**config.mk**
```make
export PLATFORM = sky130hd
export DESIGN_NAME = conv_window_sched
export DESIGN_NICKNAME = d
export VERILOG_FILES = /design/src/rtl/conv_window_sched.sv
export SDC_FILE = /design/constraint.sdc
export NUM_CORES = 1
export LEC_CHECK = 0
export ABC_AREA = 1
export BUFFER_PORTS_ARGS = -buffer_cell sky130_fd_sc_hd__buf_4
export CAP_MARGIN = 0
export CORE_MARGIN = 8
export CORE_UTILIZATION = 50
export CTS_CLUSTER_DIAMETER = 40
export DETAILED_ROUTE_END_ITERATION = 6
export PLACE_DENSITY = 0.71
export SLEW_MARGIN = 5
export SYNTH_ARGS = -nofsm -noshare
export SYNTH_HDL_FRONTEND = slang
export SYNTH_SLANG_ARGS = --single-unit
```
**constraint.sdc**
```tcl
create_clock -name clk_i -period 5.6 [get_ports clk_i]
set_clock_uncertainty 0.05 [all_clocks]
set_input_delay 0.84 -clock clk_i [delete_from_list [all_inputs] [get_ports clk_i]]
set_output_delay 0.84 -clock clk_i [all_outputs]
set_load 0.03 [all_outputs]
```
**src/rtl/conv_window_sched.sv**
```systemverilog
// 3-row sliding-window scheduler: streams image strips column-major from memory
// to a convolution engine and tags each engine result with its (row, col).
module conv_window_sched #(
  parameter int IMG_W           = 28,
  parameter int IMG_H           = 28,
  parameter int ADDR_W          = 10,
  parameter int PIXEL_WIDTH_OUT = 8
) (
  input  logic                       clk_i,
  input  logic                       reset_i,
  input  logic                       frame_start_i,
  output logic                       busy_o,
  output logic                       done_o,
  output logic                       mem_req_o,
  output logic [ADDR_W-1:0]          mem_addr_o,
  input  logic                       mem_vld_i,
  input  logic [PIXEL_WIDTH_OUT-1:0] mem_data_i,
  output logic                       conv_start_o,
  output logic                       conv_px_rdy_o,
  output logic [PIXEL_WIDTH_OUT-1:0] conv_px_o,
  input  logic                       conv_rdy_i,
  output logic [7:0]                 out_row_o,
  output logic [7:0]                 out_col_o
);

  localparam logic [2:0] IDLE  = 3'd0;
  localparam logic [2:0] FETCH = 3'd1;
  localparam logic [2:0] WAIT  = 3'd2;
  localparam logic [2:0] SEND  = 3'd3;
  localparam logic [2:0] DRAIN = 3'd4;
  localparam logic [2:0] GAP   = 3'd5;
  localparam logic [2:0] DONE  = 3'd6;

  localparam logic [7:0] LAST_COL   = 8'(IMG_W - 1);
  localparam logic [7:0] RES_MAX    = 8'(IMG_W - 2);
  localparam logic [7:0] LAST_STRIP = 8'(IMG_H - 3);

  logic [2:0]                 state;
  logic [7:0]                 strip;
  logic [7:0]                 col;
  logic [1:0]                 k;
  logic [7:0]                 res_cnt;
  logic                       gap_cnt;
  logic [PIXEL_WIDTH_OUT-1:0] px_q;
  logic [7:0]                 row_q;
  logic [7:0]                 col_q;
  logic [ADDR_W-1:0]          addr_calc;
  logic                       busy_int;
  logic                       strip_on;

  always_comb begin
    addr_calc = (ADDR_W'(strip) + ADDR_W'(k)) * ADDR_W'(IMG_W) + ADDR_W'(col);
    busy_int  = (state != IDLE) && (state != DONE);
    strip_on  = (state == FETCH) || (state == WAIT) || (state == SEND) || (state == DRAIN);
  end

  // Outputs are masked by reset so they read zero during the reset cycle itself.
  always_comb begin
    busy_o        = !reset_i && busy_int;
    done_o        = !reset_i && (state == DONE);
    mem_req_o     = !reset_i && (state == FETCH);
    mem_addr_o    = (!reset_i && (state == FETCH)) ? addr_calc : '0;
    conv_start_o  = !reset_i && strip_on;
    conv_px_rdy_o = !reset_i && (state == SEND);
    conv_px_o     = reset_i ? '0 : px_q;
    out_row_o     = reset_i ? '0 : row_q;
    out_col_o     = reset_i ? '0 : col_q;
  end

  always_ff @(posedge clk_i) begin
    if (reset_i) begin
      state   <= IDLE;
      strip   <= '0;
      col     <= '0;
      k       <= '0;
      res_cnt <= '0;
      gap_cnt <= 1'b0;
      px_q    <= '0;
      row_q   <= '0;
      col_q   <= '0;
    end else begin
      // Result tagging sits before the FSM so the strip-change clear below wins.
      if (busy_int && conv_rdy_i && (res_cnt < RES_MAX)) begin
        row_q   <= strip;
        col_q   <= res_cnt;
        res_cnt <= res_cnt + 8'd1;
      end
      case (state)
        IDLE: begin
          if (frame_start_i) begin
            strip   <= '0;
            col     <= '0;
            k       <= '0;
            res_cnt <= '0;
            state   <= FETCH;
          end
        end
        FETCH: state <= WAIT;
        WAIT: begin
          if (mem_vld_i) begin
            px_q  <= mem_data_i;
            state <= SEND;
          end
        end
        SEND: begin
          if (k == 2'd2) begin
            k <= '0;
            if (col == LAST_COL) begin
              state <= DRAIN;
            end else begin
              col   <= col + 8'd1;
              state <= FETCH;
            end
          end else begin
            k     <= k + 2'd1;
            state <= FETCH;
          end
        end
        DRAIN: begin
          if (res_cnt == RES_MAX) begin
            gap_cnt <= 1'b0;
            state   <= GAP;
          end
        end
        GAP: begin
          if (gap_cnt) begin
            if (strip == LAST_STRIP) begin
              state <= DONE;
            end else begin
              strip   <= strip + 8'd1;
              col     <= '0;
              k       <= '0;
              res_cnt <= '0;
              state   <= FETCH;
            end
          end else begin
            gap_cnt <= 1'b1;
          end
        end
        DONE:    state <= IDLE;
        default: state <= IDLE;
      endcase
    end
  end

endmodule

```
==> impl_metrics.json <==
{
  "status": "finished clean",
  "wl_per_cell_um": 11.84,
  "crit_fanout": 7,
  "synth_seq_cells": 54,
  "cp.arrival_ps": 4280,
  "grt_max_degree": 52,
  "synth_top_family_by_area": "simple AND/OR/NAND/NOR gates",
  "first_iter_violations": 137,
  "period_needed_ps": 5173,
  "final_antenna_net_count": 0,
  "cp_top_family": "adder cells",
  "hold_path.class": "reg -> reg",
  "hold_start": "res_cnt[7]",
  "critPathSlowestCell": "fa_1",
  "cts.path.max_buffers": 2,
  "cp_common_cell": "nand2_1",
  "htreeDepth": 2,
  "die_h_um": 100.3,
  "insertion_delay_ps": 300,
  "start_kind": "register",
  "yosysUniqueCellTypes": 41,
  "yosysSeqAreaShare": 0.3040,
  "cts_hold_buffers": 0,
  "placed_cells": 648,
  "reg2reg_slack_ps": 3370,
  "start_util": 0.5205,
  "yosys.area_share.xor_xnor": 0.04680,
  "fp.dieW_um": 100.3,
  "cp_data_required_time_ps": 4710,
  "num_rows": 30,
  "pwr-share-seq": 0.461,
  "grt_pass1_wl_um": 13370,
  "finalCoreUtilization": 0.5995,
  "tightestPinTransition_ps": 792.2,
  "hold_end": "res_cnt[7]",
  "dieArea_sq_um": 10070,
  "grt_overflow_total": 0,
  "clkTransAtPathRegs_ps": 100,
  "ys_async_sr_fraction": 0,
  "vias": 3216,
  "synth.avg_cell_area_sq_um": 6.865,
  "dp_hpwl_um": 6029,
  "cp.buffers_inverters": 3,
  "combPwrFrac": 0.250,
  "num_io_pins": 52,
  "setup_tns_ps": 0,
  "ys.flop_type": "dfxtp_1",
  "ys_warn_count": 0,
  "antenna_cells": 0,
  "dr.pass1.iters": 4,
  "relSlewSlack": 0.4706,
  "maxSlewViolCount": 0,
  "synth_simple_gate_area_share": 0.2875,
  "fin_nets": 599,
  "whs_path_depth": 2,
  "crit_chain": "ha_1 > fa_1 > nand2_1 > inv_1 > nor2_4 > fa_1 > ha_1 > fa_1 > xor2_1 > ha_1 > nand2_1 > inv_1 > nand4_1 > nand3_1 > nand2_1 > a21oi_1 > nand3_1 > nand2_1 > nor2_1 > buf_4",
  "r2r_start": "state[2]",
  "viasPerCell": 4.902,
  "synth.area.mux_share": 0,
  "grt_pass1_vias": 3109,
  "cts_inserted_buffers": 5,
  "layout-drive-gt1-share": 0.1554,
  "synth_edf_count": 0,
  "synth_fa_ha_area_frac": 0.1056,
  "core_sq_um": 6832,
  "internal-power_uw": 613.9,
  "drc": 0,
  "antenna_found_initial": 0,
  "cp_slowest_stage_delay_ps": 450,
  "stdcell_count": 656,
  "cts_tree": "done",
  "critical_path.endpoint_type": "primary output",
  "finalHoldViolations": 0,
  "area_growth_pct": 15.17,
  "power.density_nw_per_um2": 221.7,
  "rsz0062_at_grt": "false",
  "synth-compound-area-share": 0.1432,
  "crit_type": "reg -> out",
  "switching_power_uw": 294.0,
  "setup_viol": 0,
  "cellLeakagePower_nw": 1.873,
  "reg2reg_depth": 10,
  "clock_sinks": 54,
  "grt_usage": 0.1561,
  "r2r-end": "res_cnt[4]",
  "synth_area_sq_um": 3556,
  "place.gp.congestion": 0.9283,
  "max_freq_mhz": 193.3,
  "syn_nets": 558,
  "switching_share": 0.3238,
  "portBuffers": 51,
  "clockPowerShare": 0.289,
  "min_period_over_period": 0.9237,
  "cap_violations": 0,
  "peakVddDrop_mv": 0.1186,
  "cts_root_buf": "clkbuf_8",
  "synthCells": 518,
  "routed_wl_um": 7764
}
[flip-flops by register name, indices dropped and copies added (netlist names)]
| name | count |
|---|---|
| px_q | 8 |
| k | 2 |
| row_q | 8 |
| state | 3 |
| col_q | 8 |
| col | 8 |
| gap_cnt | 1 |
| strip | 8 |
| res_cnt | 8 |
[synth_stat cells, types with 2 or more instances]
cell       n  area share
a31oi_1    2      0.0035
nand2_2    2      0.0035
o21ai_0   28       0.039
nor2_2     4      0.0070
buf_4      2      0.0042
buf_1      2      0.0021
dfxtp_1   54        0.30
nand2_1   80       0.084
xor2_1    16       0.039
nand4_1    5      0.0088
inv_1     77       0.081
clkbuf_1   8      0.0084
nor2_1    76       0.080
fa_1       5       0.028
xnor2_1    3      0.0074
a21oi_1   49       0.069
nor3_1    10       0.014
nand3_1   37       0.052
o21ai_1    2      0.0028
nand2_4    3      0.0095
a21o_1     3      0.0063
ha_1      22       0.077
buf_2      4      0.0056
nor3_2     2      0.0056
inv_2      6      0.0063
[cell usage in the layout, fill, tap and decap left out, drive strengths merged, types with 2 or more instances in the layout]
| cell type | n |
|---|---|
| buf | 51 |
| dfxtp | 54 |
| nand3 | 39 |
| nor3 | 12 |
| inv | 85 |
| clkbuf | 5 |
| nand4 | 5 |
| xnor2 | 3 |
| a21o | 3 |
| a21oi | 50 |
| nor2 | 81 |
| a31oi | 2 |
| ha | 22 |
| o21ai | 32 |
| nand2 | 85 |
| xor2 | 16 |
| fa | 5 |
[worst max-delay path by stage]
stage / start / to / slack (ps) / cells after the start
finish: strip[0] / mem_addr_o[9] / 430 / 20
global route: strip[0] / mem_addr_o[9] / 60 / 20
CTS: strip[0] / mem_addr_o[8] / 210 / 18
detailed placement: strip[0] / mem_addr_o[9] / 540 / 20
global placement: strip[0] / mem_addr_o[9] / 710 / 20
floorplan: strip[0] / mem_addr_o[8] / 700 / 17
[stage by stage]
step | setup WS (ps) | total power [mW] | instance area [sq um] | hold WS (ps)
after global placement | 710.2 | 0.6501 | 3975 | 372.4
after floorplan | 704.2 | 0.5958 | 3556 | 365.3
after global routing | 60.42 | 0.9605 | 4095 | 408.7
after detailed placement | 541.7 | 0.6550 | 3975 | 379.6
final | 427.4 | 0.9079 | 4095 | 390.5
after CTS | 210.7 | 0.9190 | 4088 | 394.3
[layer usage]
| metal | track usage | vias to the layer above | wire [um] |
|---|---|---|---|
| met5 | 0 | - | 0 |
| met4 | 0.03953 | 0 | 28 |
| met3 | 0.03183 | 4 | 352 |
| met2 | 0.2846 | 54 | 3674 |
| met1 | 0.1798 | 1427 | 3710 |
| li1 | - | 1731 | - |
[logic make-up after synthesis]
logic type               count (synthesis)
buffers and inverters                  101
AO/OA/AOI/OAI                           91
XOR/XNOR                                19
AND/OR/NAND/NOR                        226
adder cells (fa/ha/maj)                 27
flip-flops                              54
[power groups by stage]
stage	clock (mW)	sequential (mW)	combinational (mW)
after floorplan	0	0.424	0.171
final	0.263	0.419	0.227
after CTS	0.272	0.419	0.228
after global placement	0	0.426	0.224
after global routing	0.285	0.422	0.254
after detailed placement	0	0.428	0.227
[layout make-up]
class	instances	area [sq um]
multi-input cells	363	2081
inverters	84	317.8
flip-flops and latches	54	1081
repair buffers	51	382.9
well taps	96	120.1
fillers	664	2736
clock inverters	3	43.79
clock buffers	5	68.82
[worst register-to-register path: stages (launching register included)]
cell and delay (ps):
dfxtp_1 520, inv_1 140, nand2_4 130, nand2_1 70
nor2_1 90, nand2_1 460, inv_2 360, nand3_1 140
nor2_1 110, nor2_1 50, nor2_1 70
[what timing repair did]
| item | CTS | global route |
|---|---|---|
| setup endpoints to repair | 0 | 2 |
| gates resized for setup | 0 | 2 |
| setup buffers | 0 | 0 |
Note: power is estimated with default switching activity, not from simulation.
